--- config.mk ---
export PLATFORM = sky130hd
export DESIGN_NAME = sdram_arbiter
export DESIGN_NICKNAME = d
export VERILOG_FILES = /design/src/rtl/sdram_arbiter.sv
export SDC_FILE = /design/constraint.sdc
export NUM_CORES = 1
export LEC_CHECK = 0
export ABC_CLOCK_PERIOD_IN_PS = 4300
export BUFFER_PORTS_ARGS = -buffer_cell sky130_fd_sc_hd__buf_2
export CAP_MARGIN = 20
export CORE_MARGIN = 8
export CORE_UTILIZATION = 36
export CTS_BUF_LIST = sky130_fd_sc_hd__clkbuf_4 sky130_fd_sc_hd__clkbuf_8
export DETAILED_ROUTE_END_ITERATION = 6
export PLACE_DENSITY = 0.77
export SYNTH_ARGS = -nofsm -noshare
export SYNTH_HDL_FRONTEND = slang
export SYNTH_SLANG_ARGS = --single-unit
--- constraint.sdc ---
create_clock -name clk -period 4.3 [get_ports clk]
set_input_delay 0.645 -clock clk [delete_from_list [all_inputs] [get_ports clk]]
set_output_delay 0.645 -clock clk [all_outputs]
set_load 0.005 [all_outputs]
--- src/rtl/sdram_arbiter.sv ---
// Arbiter sharing one SDRAM controller port between a ROM-download writer and
// four round-robin read clients, with a single transaction in flight at a time.
module sdram_arbiter #(
  parameter int ADDR_WIDTH = 23,
  parameter int DATA_WIDTH = 32,
  parameter int NUM_READ   = 4
) (
  input  logic                           clk,
  input  logic                           reset,
  input  logic                           download,
  input  logic [ADDR_WIDTH-1:0]          dl_addr,
  input  logic [DATA_WIDTH-1:0]          dl_data,
  input  logic                           dl_req,
  output logic                           dl_ack,
  input  logic [NUM_READ*ADDR_WIDTH-1:0] rd_addr,
  input  logic [NUM_READ-1:0]            rd_req,
  output logic [NUM_READ-1:0]            rd_ack,
  output logic [NUM_READ-1:0]            rd_valid,
  output logic [DATA_WIDTH-1:0]          rd_data,
  output logic [ADDR_WIDTH-1:0]          sdram_addr,
  output logic [DATA_WIDTH-1:0]          sdram_data,
  output logic                           sdram_we,
  output logic                           sdram_req,
  input  logic                           sdram_ack,
  input  logic                           sdram_valid,
  input  logic [DATA_WIDTH-1:0]          sdram_q
);

  localparam int IDX_W = 2;

  typedef enum logic [1:0] {
    S_IDLE,
    S_WAIT_ACK,
    S_WAIT_VALID
  } state_t;

  state_t                r_state, w_state_nxt;
  logic                  r_owner_dl, w_owner_dl_nxt;
  logic [IDX_W-1:0]      r_owner, w_owner_nxt;
  logic [IDX_W-1:0]      r_rr_ptr, w_rr_nxt;
  logic                  r_sdram_req, w_req_nxt;
  logic                  r_sdram_we, w_we_nxt;
  logic [ADDR_WIDTH-1:0] r_sdram_addr, w_addr_nxt;
  logic [DATA_WIDTH-1:0] r_sdram_data, w_data_nxt;
  logic [DATA_WIDTH-1:0] r_rd_data, w_rd_data_nxt;

  logic                  w_pick_found;
  logic [IDX_W-1:0]      w_pick_idx;
  logic [IDX_W-1:0]      w_cand;

  // Round-robin search: first pending read client at or after r_rr_ptr, wrapping.
  // NOTE: every always_comb output gets a default first so no latch is inferred.
  always_comb begin
    w_pick_found = 1'b0;
    w_pick_idx   = r_rr_ptr;
    w_cand       = '0;
    for (int k = 0; k < NUM_READ; k++) begin
      w_cand = r_rr_ptr + IDX_W'(k);
      if (!w_pick_found && rd_req[w_cand]) begin
        w_pick_found = 1'b1;
        w_pick_idx   = w_cand;
      end
    end
  end

  always_comb begin
    w_state_nxt    = r_state;
    w_owner_dl_nxt = r_owner_dl;
    w_owner_nxt    = r_owner;
    w_rr_nxt       = r_rr_ptr;
    w_req_nxt      = r_sdram_req;
    w_we_nxt       = r_sdram_we;
    w_addr_nxt     = r_sdram_addr;
    w_data_nxt     = r_sdram_data;
    w_rd_data_nxt  = r_rd_data;
    case (r_state)
      S_IDLE: begin
        if (download && dl_req) begin
          w_owner_dl_nxt = 1'b1;
          w_addr_nxt     = dl_addr;
          w_data_nxt     = dl_data;
          w_we_nxt       = 1'b1;
          w_req_nxt      = 1'b1;
          w_state_nxt    = S_WAIT_ACK;
        end else if (!download && w_pick_found) begin
          w_owner_dl_nxt = 1'b0;
          w_owner_nxt    = w_pick_idx;
          w_addr_nxt     = rd_addr[w_pick_idx*ADDR_WIDTH +: ADDR_WIDTH];
          w_we_nxt       = 1'b0;
          w_req_nxt      = 1'b1;
          w_state_nxt    = S_WAIT_ACK;
        end
      end
      S_WAIT_ACK: begin
        if (sdram_ack) begin
          w_req_nxt   = 1'b0;
          w_state_nxt = r_owner_dl ? S_IDLE : S_WAIT_VALID;
        end
      end
      S_WAIT_VALID: begin
        if (sdram_valid) begin
          w_rd_data_nxt = sdram_q;
          w_rr_nxt      = r_owner + 2'd1;
          w_state_nxt   = S_IDLE;
        end
      end
      default: w_state_nxt = S_IDLE;
    endcase
  end

  // NOTE: sequential state uses non-blocking assignments only.
  always_ff @(posedge clk) begin
    if (reset) begin
      r_state      <= S_IDLE;
      r_owner_dl   <= 1'b0;
      r_owner      <= '0;
      r_rr_ptr     <= '0;
      r_sdram_req  <= 1'b0;
      r_sdram_we   <= 1'b0;
      r_sdram_addr <= '0;
      r_sdram_data <= '0;
      r_rd_data    <= '0;
    end else begin
      r_state      <= w_state_nxt;
      r_owner_dl   <= w_owner_dl_nxt;
      r_owner      <= w_owner_nxt;
      r_rr_ptr     <= w_rr_nxt;
      r_sdram_req  <= w_req_nxt;
      r_sdram_we   <= w_we_nxt;
      r_sdram_addr <= w_addr_nxt;
      r_sdram_data <= w_data_nxt;
      r_rd_data    <= w_rd_data_nxt;
    end
  end

  // Acks and valids pass straight through so they add no latency over the controller.
  assign dl_ack = (r_state == S_WAIT_ACK) && r_owner_dl && sdram_ack;

  always_comb begin
    rd_ack   = '0;
    rd_valid = '0;
    if (r_state == S_WAIT_ACK && !r_owner_dl)
      rd_ack[r_owner] = sdram_ack;
    if (r_state == S_WAIT_VALID)
      rd_valid[r_owner] = sdram_valid;
  end

  assign sdram_req  = r_sdram_req;
  assign sdram_we   = r_sdram_we;
  assign sdram_addr = r_sdram_addr;
  assign sdram_data = r_sdram_data;
  assign rd_data    = r_rd_data;

endmodule

# Word-level counts from Yosys, hierarchy flattened
# Cells that the tools add are included.
# op_classes
addsub,4
multipliers,1
magnitude_cmp,6
eq_ne,5
shifts,1
mux,33
n_bitwise,3
n_reduce_logical,23
# op_table
op,n
$shiftx 92x8->23,1
$mux 23,2
$mux 2,8
$lt 2x3->1 const B,5
$mux 1,14
$logic_and 1x1->1,9
$reduce_and 3->1,3
$and 4x4->4,2
$bmux 1 s2,4
$mux 4,2
$mul 2x5->7 const B,1
$pmux 2 s3,1
$reduce_and 2->1,3
$logic_not 1->1,5
$add 2x1->2 const B,2
$add 2x2->2 const B,2
$ne 2x2->1 const B,2
$reduce_bool 2->1,2
$ne 3x3->1 const B,1
$demux 1 s2,1
$eq 2x1->1 const B,1
$eq 2x2->1 const B,1
$ge 2x1->1 const B,1
$logic_not 2->1,1
other kinds (2),2
# totals
register_bits,95
input_bits,189
output_inout_bits,98
wordCells,84

# Longest topological paths before layout
# logic_depth
word_depth,16
mapped_depth,7
depth_no_buf,5

# Least setup slack after synthesis
# No wires, ideal clock.
# synth_timing
path_type,in2reg
start,in rd_req[3]
end,reg r_sdram_addr[21] (netlist: sdram_addr[21])
setup_time_ns,0.130
arrival_ns,2.093
required_time_ns,4.170
path_slack_ns,2.076
path_stages,7
n_path_buf,2
path_cell_list,or3_1 > and4b_1 > or2_1 > buf_6 > buf_6 > a2111oi_1 > nor3_1
# synth_via
elab_chain_len,16
elab_cells_between_ends,28
classes_between,mul: 1; shift: 1; mux: 17; reduce/logical: 9
# synth_lines
item,line,source
"start, declared",16,"input logic [NUM_READ-1:0] rd_req,"
$bmux 1 s2,59,if (!w_pick_found && rd_req[w_cand]) begin
$mux 1 (implied by the code),59,
$mux 1,59,
$logic_not 1->1,59,
$logic_and 1x1->1,59,
$mux 1,59,
$logic_not 1->1,59,
$logic_and 1x1->1,59,
$mux 1,59,
$logic_not 1->1,59,
$logic_and 1x1->1,59,
$mux 2,59,
$mul 2x5->7,88,w_addr_nxt = rd_addr[w_pick_idx*ADDR_WIDTH +: ADDR_WIDTH];
$shiftx 92x8->23,88,
$mux 23,85,end else if (!download && w_pick_found) begin
$mux 23,78,if (download && dl_req) begin
"end signal, assigned",130,r_sdram_addr <= w_addr_nxt;
"end, declared",43,"logic [ADDR_WIDTH-1:0] r_sdram_addr, w_addr_nxt;"
# Several ways; a longest one is shown, not always the timed one. The select of a mux whose other input is x is not followed.
# A chain may end at the register's enable or synchronous reset.

# Worst setup path in the final report
# layout_timing
start,reg r_state[1]
end,out rd_valid[3]
# layout_via
elab_chain_len,2
# layout_lines
item,line,source
"start, declared",37,"state_t r_state, w_state_nxt;"
"start signal, assigned",124,r_state <= w_state_nxt;
$eq 2x2->1,144,if (r_state == S_WAIT_VALID)
$mux 4,144,
"end, declared",18,"output logic [NUM_READ-1:0] rd_valid,"
# No other way between the ends.

==> qor.csv <==
stage,metric,value,unit
outcome,status,completed,
floorplanning,initial_core_util,0.368,
cells_and_area,multiInputGateArea,2530,um2
cells_and_area,nets,1059,
hold_path,min_path_type,reg2reg,
drt,drt-wirelength-per-cell,17.2,um
floorplanning,die_x,130,um
floorplanning,die_y,130,um
clock_tree,cts_tree,yes,
global_routing,grt_antenna_before_repair,2,
timing,period_share,0.573,
pwr,p_leak,2.80,nW
drt,drt-pass1-iter-count,4,
synthesis,synth_cell_types,31,
synthesis,ys_seq_area_frac,0.409,
global_routing,grt-ovfl-total,0,
timing,finalCriticalPeriod,2.47,ns
clock_tree,cts_root_buf,clkbuf_8,
placed_design,io_buffers,286,
setup_path,crit_type,reg2out,
drt,vias,5447,
timing,timing.fmax,0.406,GHz
setup_path,crit_chain,"and3b_1, buf_4, and2_1, buf_2",
timing,max_slew.worst_pin.slew,1.07,ns
floorplanning,rows,41,
cells_and_area,final_util,0.503,
timing,fin_ws,1.83,ns
setup_path,endpoint_kind,output port,
setup_path,worstSetupPathDepth,4,
clock_tree,cts_setup_buffers,0,
floorplanning,core,12600,um2
drt,ant_nets,0,
timing,holdWs,0.455,ns
setup_path,cpPeakStageDelay,0.58,ns
synthesis,synth_compound_area_frac,0.244,
pwr,power_density,304,nW/um2
placed_design,dp_hpwl,13.0,mm
synthesis,avgSynthCellArea,7.56,um2
setup_path,worst-path-buf-inv,2,
pwr,vdd_drop_max,0.000197,V
timing,max_slew_margin,0.290,
timing,hold_viol,0,
flow_run,max-cap-violations,0,
placed_design,dp_slack,1.60,ns
setup_path,critical-path-top-delay-family,flip-flops,
clock_tree,htreeDepth,3,
clock_tree,clk_latency,0.37,ns
synthesis,synth.ff_latch_count,95,
synthesis,yosys_warnings,0,
synthesis,synthSimpleGateAreaFrac,0.276,
cells_and_area,layout_common_cells,"285 x buf_2, 134 x nand2_1, 95 x dfxtp_1, 93 x a21oi_1, 47 x nor3b_1",
synthesis,synth_fp_nets,808,
global_routing,grt_max_degree,96,
placed_design,place_congestion,0.842,
cells_and_area,fill_cells,1305,
timing,rsz0062_at_grt,false,
timing,finalClockSkew,0.00991,ns
drt,vias_per_cell,5.21,
clock_tree,holdBufCountCts,0,
timing,final.setup.tns,0,ns
clock_tree,cts.sink_count,95,
clock_tree,clk_pin_slew,0.09,ns
floorplanning,pin_count,287,
cells_and_area,final_common_cell,buf_2,
cells_and_area,regArea,1900,um2
synthesis,synthAdderAreaFrac,0.0108,
synthesis,synth_top_family_by_area,simple AND/OR/NAND/NOR gates,
synthesis,synth_xor_area_frac,0,
floorplanning,dieArea,16800,um2
drt,finalWirelength,17.9,mm
synthesis,synth_mux_area_frac,0.00673,
hold_path,hold_depth,2,
timing,finalMaxSlewViolations,0,
clock_tree,cts_resized,0,
drt,drtIter0Drc,440,
cells_and_area,area_growth,36.5,%
setup_path,crit_arrival,1.82,ns
clock_tree,numCtsBuffers,9,
setup_path,crit_slowest_cell,dfxtp_1,
global_routing,grt_pass1_wl,27.1,mm
synthesis,synthCells,615,
setup_path,worstPathMaxFanout,37,
drt,drc,0,
pwr,p_total,1.93,mW
global_routing,gr-usage-all-layers,0.203,
synthesis,netlist_area,4650,um2
setup_path,startpoint_type,register,
timing,setup_viol,0,
clock_tree,clk_path_buf_depth,2,
cells_and_area,drive_above_1_share,0.364,
global_routing,grt_pass1_vias,5190,
setup_path,r2r.worst_path.cells,4,
setup_path,worstPathRequired,3.65,ns
-- metrics by stage --
stage	std cells	cell area, um2
2_1_floorplan	615	4650
3_3_place_gp	1027	6150
3_5_place_dp	1027	6150
4_1_cts	1043	6340
5_1_grt	1045	6340
6_report	1046	6340
-- cells by family (layout without fill, tap and decap cells) --
logic type | Yosys count | after routing
fa+ha+maj | 4 | 4
buf+inv | 57 | 313
flops | 95 | 95
other cells | 0 | 3
simple gates | 267 | 267
mux | 3 | 3
compound gates | 189 | 189
-- report_power, final --
group | switching (mW) | leakage (nW) | internal (mW)
clock network | 0.352 | 0.0889 | 0.226
logic | 0.216 | 1.93 | 0.175
registers | 0.0300 | 0.775 | 0.931
-- worst paths after layout --
check | start | end | slack [ns]
max reg2reg | r_state[1] | sdram_addr[7] | 1.96
min reg2reg | rd_data[8] | rd_data[8] | 0.46
max | r_state[1] | rd_valid[3] | 1.83
min | rd_data[8] | rd_data[8] | 0.46
-- Yosys cell counts --
| library cell | instances | area [um2] |
|---|---|---|
| a2111oi_0 | 40 | 350 |
| a2111oi_1 | 6 | 60.1 |
| a211oi_1 | 1 | 7.51 |
| a21oi_1 | 93 | 465 |
| and2_1 | 8 | 50.1 |
| and3_1 | 1 | 6.26 |
| and3b_1 | 1 | 8.76 |
| and4b_1 | 1 | 10.0 |
| buf_1 | 1 | 3.75 |
| buf_2 | 1 | 5.00 |
| buf_6 | 4 | 45.0 |
| clkbuf_1 | 49 | 184 |
| dfxtp_1 | 95 | 1900 |
| ha_1 | 4 | 50.1 |
| inv_1 | 2 | 7.51 |
| mux2_2 | 1 | 11.3 |
| mux2i_1 | 2 | 20.0 |
| nand2_1 | 134 | 503 |
| nand2b_1 | 3 | 18.8 |
| nand3_1 | 2 | 10.0 |
| nand3b_1 | 2 | 15.0 |
| nor2_1 | 33 | 124 |
| nor2b_1 | 4 | 25.0 |
| nor3_1 | 27 | 135 |
| nor3b_1 | 47 | 353 |
| o21a_1 | 2 | 15.0 |
| o21ai_0 | 46 | 230 |
| o21bai_1 | 1 | 7.51 |
| or2_1 | 1 | 6.26 |
| or3_1 | 2 | 12.5 |
| or4_1 | 1 | 7.51 |
-- worst reg2reg max path, cell delays in order (launching register included) --
cell and delay [ns]:
dfxtp_1 0.44, nor2_4 0.81, o21ai_0 0.30, a2111oi_0 0.57, nor3_1 0.10
-- final cells by class --
class / instances / area share
clock buffers: 10 / 0.0207
multi-input cells: 463 / 0.398
diodes: 3 / 0.00118
clock inverters: 6 / 0.00828
flip-flops and latches: 95 / 0.300
well taps: 172 / 0.0339
inverters: 2 / 0.00118
repair buffers: 295 / 0.237
-- layer usage --
metal	vias to the layer above	global-route usage	part of all wire
met1	2478	0.247	0.40
met2	253	0.333	0.48
li1	2685	-	-
met3	31	0.0514	0.091
met5	-	0	0
met4	0	0.0888	0.022
-- state kept, by name, summed over array words and instances, names as in the netlist --
| signal | count |
|---|---|
| r_state | 2 |
| sdram_addr | 23 |
| sdram_data | 32 |
| rd_data | 32 |
| r_rr_ptr | 2 |
| sdram_req | 1 |
| r_owner | 2 |
| sdram_we | 1 |
Power figures use the tool's default switching activity.
